==> src/rtl/argmax_scan_pkg.sv <==
// ============================================================================
// Module      : argmax_scan_pkg
// Description : Shared state encoding and default widths for the argmax scan.
// Revision    : 1.0 - initial release
// ============================================================================
`default_nettype none

package argmax_scan_pkg;

    localparam int C_SCORE_W     = 16;
    localparam int C_IDX_W       = 4;
    localparam int C_NUM_CLASSES = 10;

    typedef enum logic [1:0] {
        ST_IDLE = 2'd0,
        ST_SCAN = 2'd1,
        ST_DONE = 2'd2
    } state_t;

endpackage : argmax_scan_pkg

`default_nettype wire

==> src/rtl/argmax_scan_if.sv <==
// ============================================================================
// Module      : argmax_scan_if
// Description : Score-in / result-out handshake bundle for the argmax scan.
// Revision    : 1.0 - initial release
// ============================================================================
`default_nettype none

interface argmax_scan_if #(
    parameter int SCORE_W = 16,
    parameter int IDX_W   = 4
);
    logic               start;
    logic               in_valid;
    logic               in_ready;
    logic [SCORE_W-1:0] in_score;
    logic               out_valid;
    logic               out_ready;
    logic [IDX_W-1:0]   result_idx;
    logic [SCORE_W-1:0] result_score;
    logic               busy;

    modport master (
        output start,
        output in_valid,
        output in_score,
        output out_ready,
        input  in_ready,
        input  out_valid,
        input  result_idx,
        input  result_score,
        input  busy
    );

    modport slave (
        input  start,
        input  in_valid,
        input  in_score,
        input  out_ready,
        output in_ready,
        output out_valid,
        output result_idx,
        output result_score,
        output busy
    );
endinterface : argmax_scan_if

`default_nettype wire

==> src/rtl/argmax_update.sv <==
// ============================================================================
// Module      : argmax_update
// Description : Strict-greater compare and select of the running {score, idx}.
// Revision    : 1.0 - initial release
// ============================================================================
`default_nettype none

module argmax_update #(
    parameter int SCORE_W = 16,
    parameter int IDX_W   = 4
) (
    input  wire logic [SCORE_W-1:0] cur_score,
    input  wire logic [IDX_W-1:0]   cur_idx,
    input  wire logic [SCORE_W-1:0] cand_score,
    input  wire logic [IDX_W-1:0]   cand_idx,
    input  wire logic               first,
    output logic      [SCORE_W-1:0] next_score,
    output logic      [IDX_W-1:0]   next_idx
);

    logic w_take;

    // Strict compare: on equality the held (earlier) entry keeps winning.
    always_comb begin
        w_take     = first || (cand_score > cur_score);
        next_score = cur_score;
        next_idx   = cur_idx;
        if (w_take) begin
            next_score = cand_score;
            next_idx   = cand_idx;
        end
    end

endmodule : argmax_update

`default_nettype wire

==> src/rtl/argmax_scan.sv <==
// ============================================================================
// Module      : argmax_scan
// Description : Scans NUM_CLASSES scores one per beat and reports the argmax.
// Revision    : 1.0 - initial release
// ============================================================================
`default_nettype none

module argmax_scan
    import argmax_scan_pkg::*;
#(
    parameter int SCORE_W     = C_SCORE_W,
    parameter int IDX_W       = C_IDX_W,
    parameter int NUM_CLASSES = C_NUM_CLASSES
) (
    input wire logic     clk,
    input wire logic     rst,
    argmax_scan_if.slave bus
);

    localparam logic [IDX_W-1:0] C_LAST_IDX = IDX_W'(NUM_CLASSES - 1);

    state_t             r_state;
    state_t             w_next_state;
    logic [IDX_W-1:0]   r_count;
    logic [SCORE_W-1:0] r_best_score;
    logic [IDX_W-1:0]   r_best_idx;

    logic               w_accept;
    logic               w_first;
    logic               w_in_ready;
    logic               w_out_valid;
    logic               w_busy;
    logic [SCORE_W-1:0] w_upd_score;
    logic [IDX_W-1:0]   w_upd_idx;

    argmax_update #(
        .SCORE_W (SCORE_W),
        .IDX_W   (IDX_W)
    ) u_update (
        .cur_score  (r_best_score),
        .cur_idx    (r_best_idx),
        .cand_score (bus.in_score),
        .cand_idx   (r_count),
        .first      (w_first),
        .next_score (w_upd_score),
        .next_idx   (w_upd_idx)
    );

    assign w_first  = (r_count == '0);
    assign w_accept = bus.in_valid && w_in_ready;

    // State register
    always_ff @(posedge clk) begin
        if (rst) begin
            r_state <= ST_IDLE;
        end else begin
            r_state <= w_next_state;
        end
    end

    // Next-state and Moore outputs
    always_comb begin
        w_next_state = r_state;
        w_in_ready   = 1'b0;
        w_out_valid  = 1'b0;
        w_busy       = 1'b0;
        case (r_state)
            ST_IDLE: begin
                if (bus.start) begin
                    w_next_state = ST_SCAN;
                end
            end
            ST_SCAN: begin
                w_in_ready = 1'b1;
                w_busy     = 1'b1;
                if (bus.in_valid && (r_count == C_LAST_IDX)) begin
                    w_next_state = ST_DONE;
                end
            end
            ST_DONE: begin
                w_out_valid = 1'b1;
                w_busy      = 1'b1;
                if (bus.out_ready) begin
                    w_next_state = ST_IDLE;
                end
            end
            default: begin
                w_next_state = ST_IDLE;
            end
        endcase
    end

    // Beat counter and running best; held across gaps and after the scan so
    // the last result stays visible in IDLE.
    always_ff @(posedge clk) begin
        if (rst) begin
            r_count      <= '0;
            r_best_score <= '0;
            r_best_idx   <= '0;
        end else if (r_state == ST_IDLE) begin
            if (bus.start) begin
                r_count <= '0;
            end
        end else if (w_accept) begin
            r_count      <= r_count + IDX_W'(1);
            r_best_score <= w_upd_score;
            r_best_idx   <= w_upd_idx;
        end
    end

    assign bus.in_ready     = w_in_ready;
    assign bus.out_valid    = w_out_valid;
    assign bus.busy         = w_busy;
    assign bus.result_idx   = r_best_idx;
    assign bus.result_score = r_best_score;

endmodule : argmax_scan

`default_nettype wire

==> src/flat_wrapper.sv <==
// flat-port wrapper written by rule: the top's interface ports become plain ports
module argmax_scan_flat import argmax_scan_pkg::*;
#(
    parameter int SCORE_W     = C_SCORE_W,
    parameter int IDX_W       = C_IDX_W,
    parameter int NUM_CLASSES = C_NUM_CLASSES
)
  (clk, rst, bus_start, bus_in_valid, bus_in_score, bus_out_ready, bus_in_ready, bus_out_valid, bus_result_idx, bus_result_score, bus_busy);
  argmax_scan_if #(.SCORE_W(SCORE_W), .IDX_W(IDX_W)) bus_i ();
  input wire logic clk;
  input wire logic rst;
  input wire logic [$bits(bus_i.start)-1:0] bus_start;
  input wire logic [$bits(bus_i.in_valid)-1:0] bus_in_valid;
  input wire logic [$bits(bus_i.in_score)-1:0] bus_in_score;
  input wire logic [$bits(bus_i.out_ready)-1:0] bus_out_ready;
  output wire logic [$bits(bus_i.in_ready)-1:0] bus_in_ready;
  output wire logic [$bits(bus_i.out_valid)-1:0] bus_out_valid;
  output wire logic [$bits(bus_i.result_idx)-1:0] bus_result_idx;
  output wire logic [$bits(bus_i.result_score)-1:0] bus_result_score;
  output wire logic [$bits(bus_i.busy)-1:0] bus_busy;
  assign bus_i.start = bus_start;
  assign bus_i.in_valid = bus_in_valid;
  assign bus_i.in_score = bus_in_score;
  assign bus_i.out_ready = bus_out_ready;
  assign bus_in_ready = bus_i.in_ready;
  assign bus_out_valid = bus_i.out_valid;
  assign bus_result_idx = bus_i.result_idx;
  assign bus_result_score = bus_i.result_score;
  assign bus_busy = bus_i.busy;
  argmax_scan #(.SCORE_W(SCORE_W), .IDX_W(IDX_W), .NUM_CLASSES(NUM_CLASSES)) u_core (.clk(clk), .rst(rst), .bus(bus_i));
endmodule
==> config.mk <==
export PLATFORM = sky130hd
export DESIGN_NAME = argmax_scan_flat
export DESIGN_NICKNAME = d
export VERILOG_FILES = /design/src/rtl/argmax_scan_pkg.sv /design/src/rtl/argmax_scan_if.sv /design/src/rtl/argmax_update.sv /design/src/rtl/argmax_scan.sv /design/src/flat_wrapper.sv
export SDC_FILE = /design/constraint.sdc
export NUM_CORES = 1
export LEC_CHECK = 0
export BUFFER_PORTS_ARGS = -buffer_cell sky130_fd_sc_hd__buf_2
export CAP_MARGIN = 20
export CORE_ASPECT_RATIO = 1.25
export CORE_MARGIN = 5
export CORE_UTILIZATION = 30
export CTS_CLUSTER_DIAMETER = 60
export DETAILED_ROUTE_END_ITERATION = 6
export GPL_TIMING_DRIVEN = 0
export PLACE_DENSITY = 0.5
export SETUP_SLACK_MARGIN = 0.05
export SLEW_MARGIN = 0
export SYNTH_ARGS = -nofsm -noshare
export SYNTH_HDL_FRONTEND = slang
export SYNTH_SLANG_ARGS = --single-unit
==> constraint.sdc <==
create_clock -name clk -period 4.7 [get_ports clk]
set_input_delay 1.41 -clock clk [delete_from_list [all_inputs] [get_ports clk]]
set_output_delay 1.41 -clock clk [all_outputs]
set_load 0.01 [all_outputs]
==> impl_metrics.ini <==
[sta]
fin_worst_skew_ns = 0.003841
drv_slew = 0
fin_crit_sh = 0.6739
rsz0062_at_grt = no
setup_viol_count_final = 0
hold_violations = 0
fin_ws_ns = 1.533
finalCriticalPeriod_ns = 3.167
max_clock_freq_mhz = 315.7
max_slew_margin = 0.6588
fin_setup_tns_ns = 0
worst_pin_slew_ns = 0.5105

[clock_tree]
post_cts_buffers = 0
clock_latency_ns = 0.27
cts_tree = done
ctsHoldBuffers = 0
clk_path_buf_depth = 2
cts_buffers = 3
root_buffer = clkbuf_8
htree_levels = 1
cts_resized = 0
clkSinkCount = 26
clkTransAtPathRegs_ns = 0.09

[layout]
antennaDiodeCount = 0
syn2layout_area_growth_pct = 18.48
fin_nets = 276
drive_above_1_share = 0.2987

[floorplan]
rows = 31
dieArea_um2 = 7689
ios = 44
core_um2 = 5818
die_h_um = 96.80
die_x_um = 79.44
start_util = 0.3108

[synthesis]
synthXorXnorAreaFrac = 0.004844
ys_ff_latch = 26
syn_avg_cell_area_um2 = 9.720
synth.cell_area_um2 = 1808
ys_types = 43
synth_compound_area_frac = 0.2685
synth_area_leaders = dfxtp_1 29%, ha_1 15%, o32ai_2 8.1%, nand3b_1 7.1%, inv_1 4.4%
async_flop_share = 0
synth_simple_gate_area_share = 0.1958
synth_top_area_cell = dfxtp_1
synth-edff-count = 0
synth_top_family_by_area = compound AO/OA/AOI/OAI gates
synth_ff_type = dfxtp_1
ys_warn_count = 0
yosysSeqAreaShare = 0.2879
synth_mux_area_frac = 0
synth_nets = 229
synthCells = 186
synth_fa_ha_area_frac = 0.1522
synth_top_area_frac = 0.2879

[global_route]
antenna_found_initial = 0
grt_max_degree = 14
grt_pass1_vias = 1589
grt_use_total = 0.1191
gr-total-overflow = 0
grt_pass1_wl_um = 7486

[worst_setup_path]
cpPeakStageDelay_ns = 0.51
critPathKind = in2reg
slowest_stage = a2111oi_1
crit_end = u_core.bus.result_score[9]
required_ns = 4.86
endpoint_kind = flip-flop
path_max_fanout = 10
timing.rr.start = u_core.bus.result_score[15]
r2r-end = u_core.bus.result_score[9]
reg2regPathDepth = 7
r2r_slack_ns = 2.35
start_kind = input pin
arrival_ns = 3.33
cp-startpoint = bus_in_score[14]
crit_path_cell_trace = buf_2 > ha_1 > nand4_1 > a2111oi_1 > o31a_1 > buf_6 > o32ai_2

[hold_path]
hold_depth = 2
hold_class = reg2reg

[power]
ir_drop_mv = 0.09465
p_per_area_nw_per_um2 = 219.2
p_leak_nw = 0.8631

[routing]
dr.pass1.iters = 4
wl_um = 4453
route.detailed.drc = 0
vias = 1524
wire_per_inst_um = 14.99
viasPerCell = 5.131
initialDrtViolationCount = 47
ant_nets = 0

[placement]
place.gp.congestion = 0.7364
port_buffers = 42
dp_slack_ns = 1.199
dpl.hpwl_um = 3540

[run_status]
status = finished clean

[run]
drv_cap = 0
where the power goes:
| group | internal [W] | total (W) | switching [W] |
|---|---|---|---|
| clock | 0.0000575 | 0.000131 | 0.0000732 |
| sequential | 0.000227 | 0.000231 | 0.00000424 |
| combinational | 0.0000465 | 0.000107 | 0.0000609 |
| total | 0.000331 | 0.000470 | 0.000138 |
metal layers:
metal  part of all wire  vias to the layer above  track usage
met2               0.50                       27       0.2084
met5                  0                        -            0
li1                   -                      791            -
met4             0.0074                        0      0.03571
met3              0.040                        2      0.01952
met1               0.45                      704       0.1463
state kept, by name, indices dropped and copies added (netlist names):
| register | cells |
|---|---|
| u_core.bus.result_score | 16 |
| u_core.r_state | 2 |
| u_core.r_count | 4 |
| u_core.bus.result_idx | 4 |
through the flow:
step,utilization,area [µm²],power [W],std cells,hold WS (ns)
CTS,0.3682,2142,0.0004822,297,0.5232
global placement,0.3611,2101,0.0003453,294,0.5036
floorplan,-,1808,0.0003100,186,0.4778
finish,0.3682,2142,0.0004696,297,0.5188
detailed placement,0.3611,2101,0.0003454,294,0.5059
global route,0.3682,2142,0.0005016,297,0.5466
cell families after synthesis:
logic type	count (synthesis)
simple gates	54
flops	26
compound gates	52
xor+xnor	1
buf+inv	31
fa+ha+maj	22
layout by cell type (no fill, tap or decap), drive strengths merged, types with 2 or more instances in the layout:
master / n
o21a: 2
nor3: 3
inv: 21
dfxtp: 26
o32ai: 15
nand4: 4
a32oi: 5
clkbuf: 8
o21ai: 2
nand3: 2
ha: 22
o211ai: 2
buf: 47
and2b: 5
nor2: 4
a21oi: 13
nand2: 5
o41ai: 4
nor2b: 8
nand3b: 17
worst min-delay path by stage:
stage	startpoint	endpoint	slack, ns
2_1_floorplan	u_core.r_count[1]	u_core.r_count[1]	0.48
3_3_place_gp	u_core.bus.result_score[13]	u_core.bus.result_score[13]	0.50
3_5_place_dp	u_core.bus.result_score[12]	u_core.bus.result_score[12]	0.51
4_1_cts	u_core.bus.result_score[12]	u_core.bus.result_score[12]	0.52
5_1_grt	u_core.bus.result_score[11]	u_core.bus.result_score[11]	0.55
6_report	u_core.bus.result_score[14]	u_core.bus.result_score[14]	0.52
cell usage after synthesis, types with 4 or more instances:
| library cell | n |
|---|---|
| a21oi_1 | 12 |
| a32oi_1 | 5 |
| and2b_2 | 5 |
| dfxtp_1 | 26 |
| ha_1 | 22 |
| inv_1 | 21 |
| nand2_1 | 5 |
| nand3b_1 | 17 |
| nand4_1 | 4 |
| nor2_1 | 4 |
| nor2b_1 | 8 |
| o32ai_1 | 5 |
| o32ai_2 | 9 |
| o41ai_1 | 4 |
critical path: cells and delay by family:
family	cells	cell delay, ns
buffers and inverters	2	0.35
AND/OR/NAND/NOR	1	0.27
adder cells (fa/ha/maj)	1	0.29
AO/OA/AOI/OAI	3	1.00
cell type report:
cell class | instances | area [µm²]
clock buffers | 3 | 41.29
multi-input cells | 129 | 1124
flip-flops and latches | 26 | 520.5
well taps | 66 | 82.58
inverters | 21 | 78.83
plain buffers | 10 | 85.08
fillers | 626 | 3676
repair buffers | 42 | 210.2
Power figures use the tool's default switching activity.
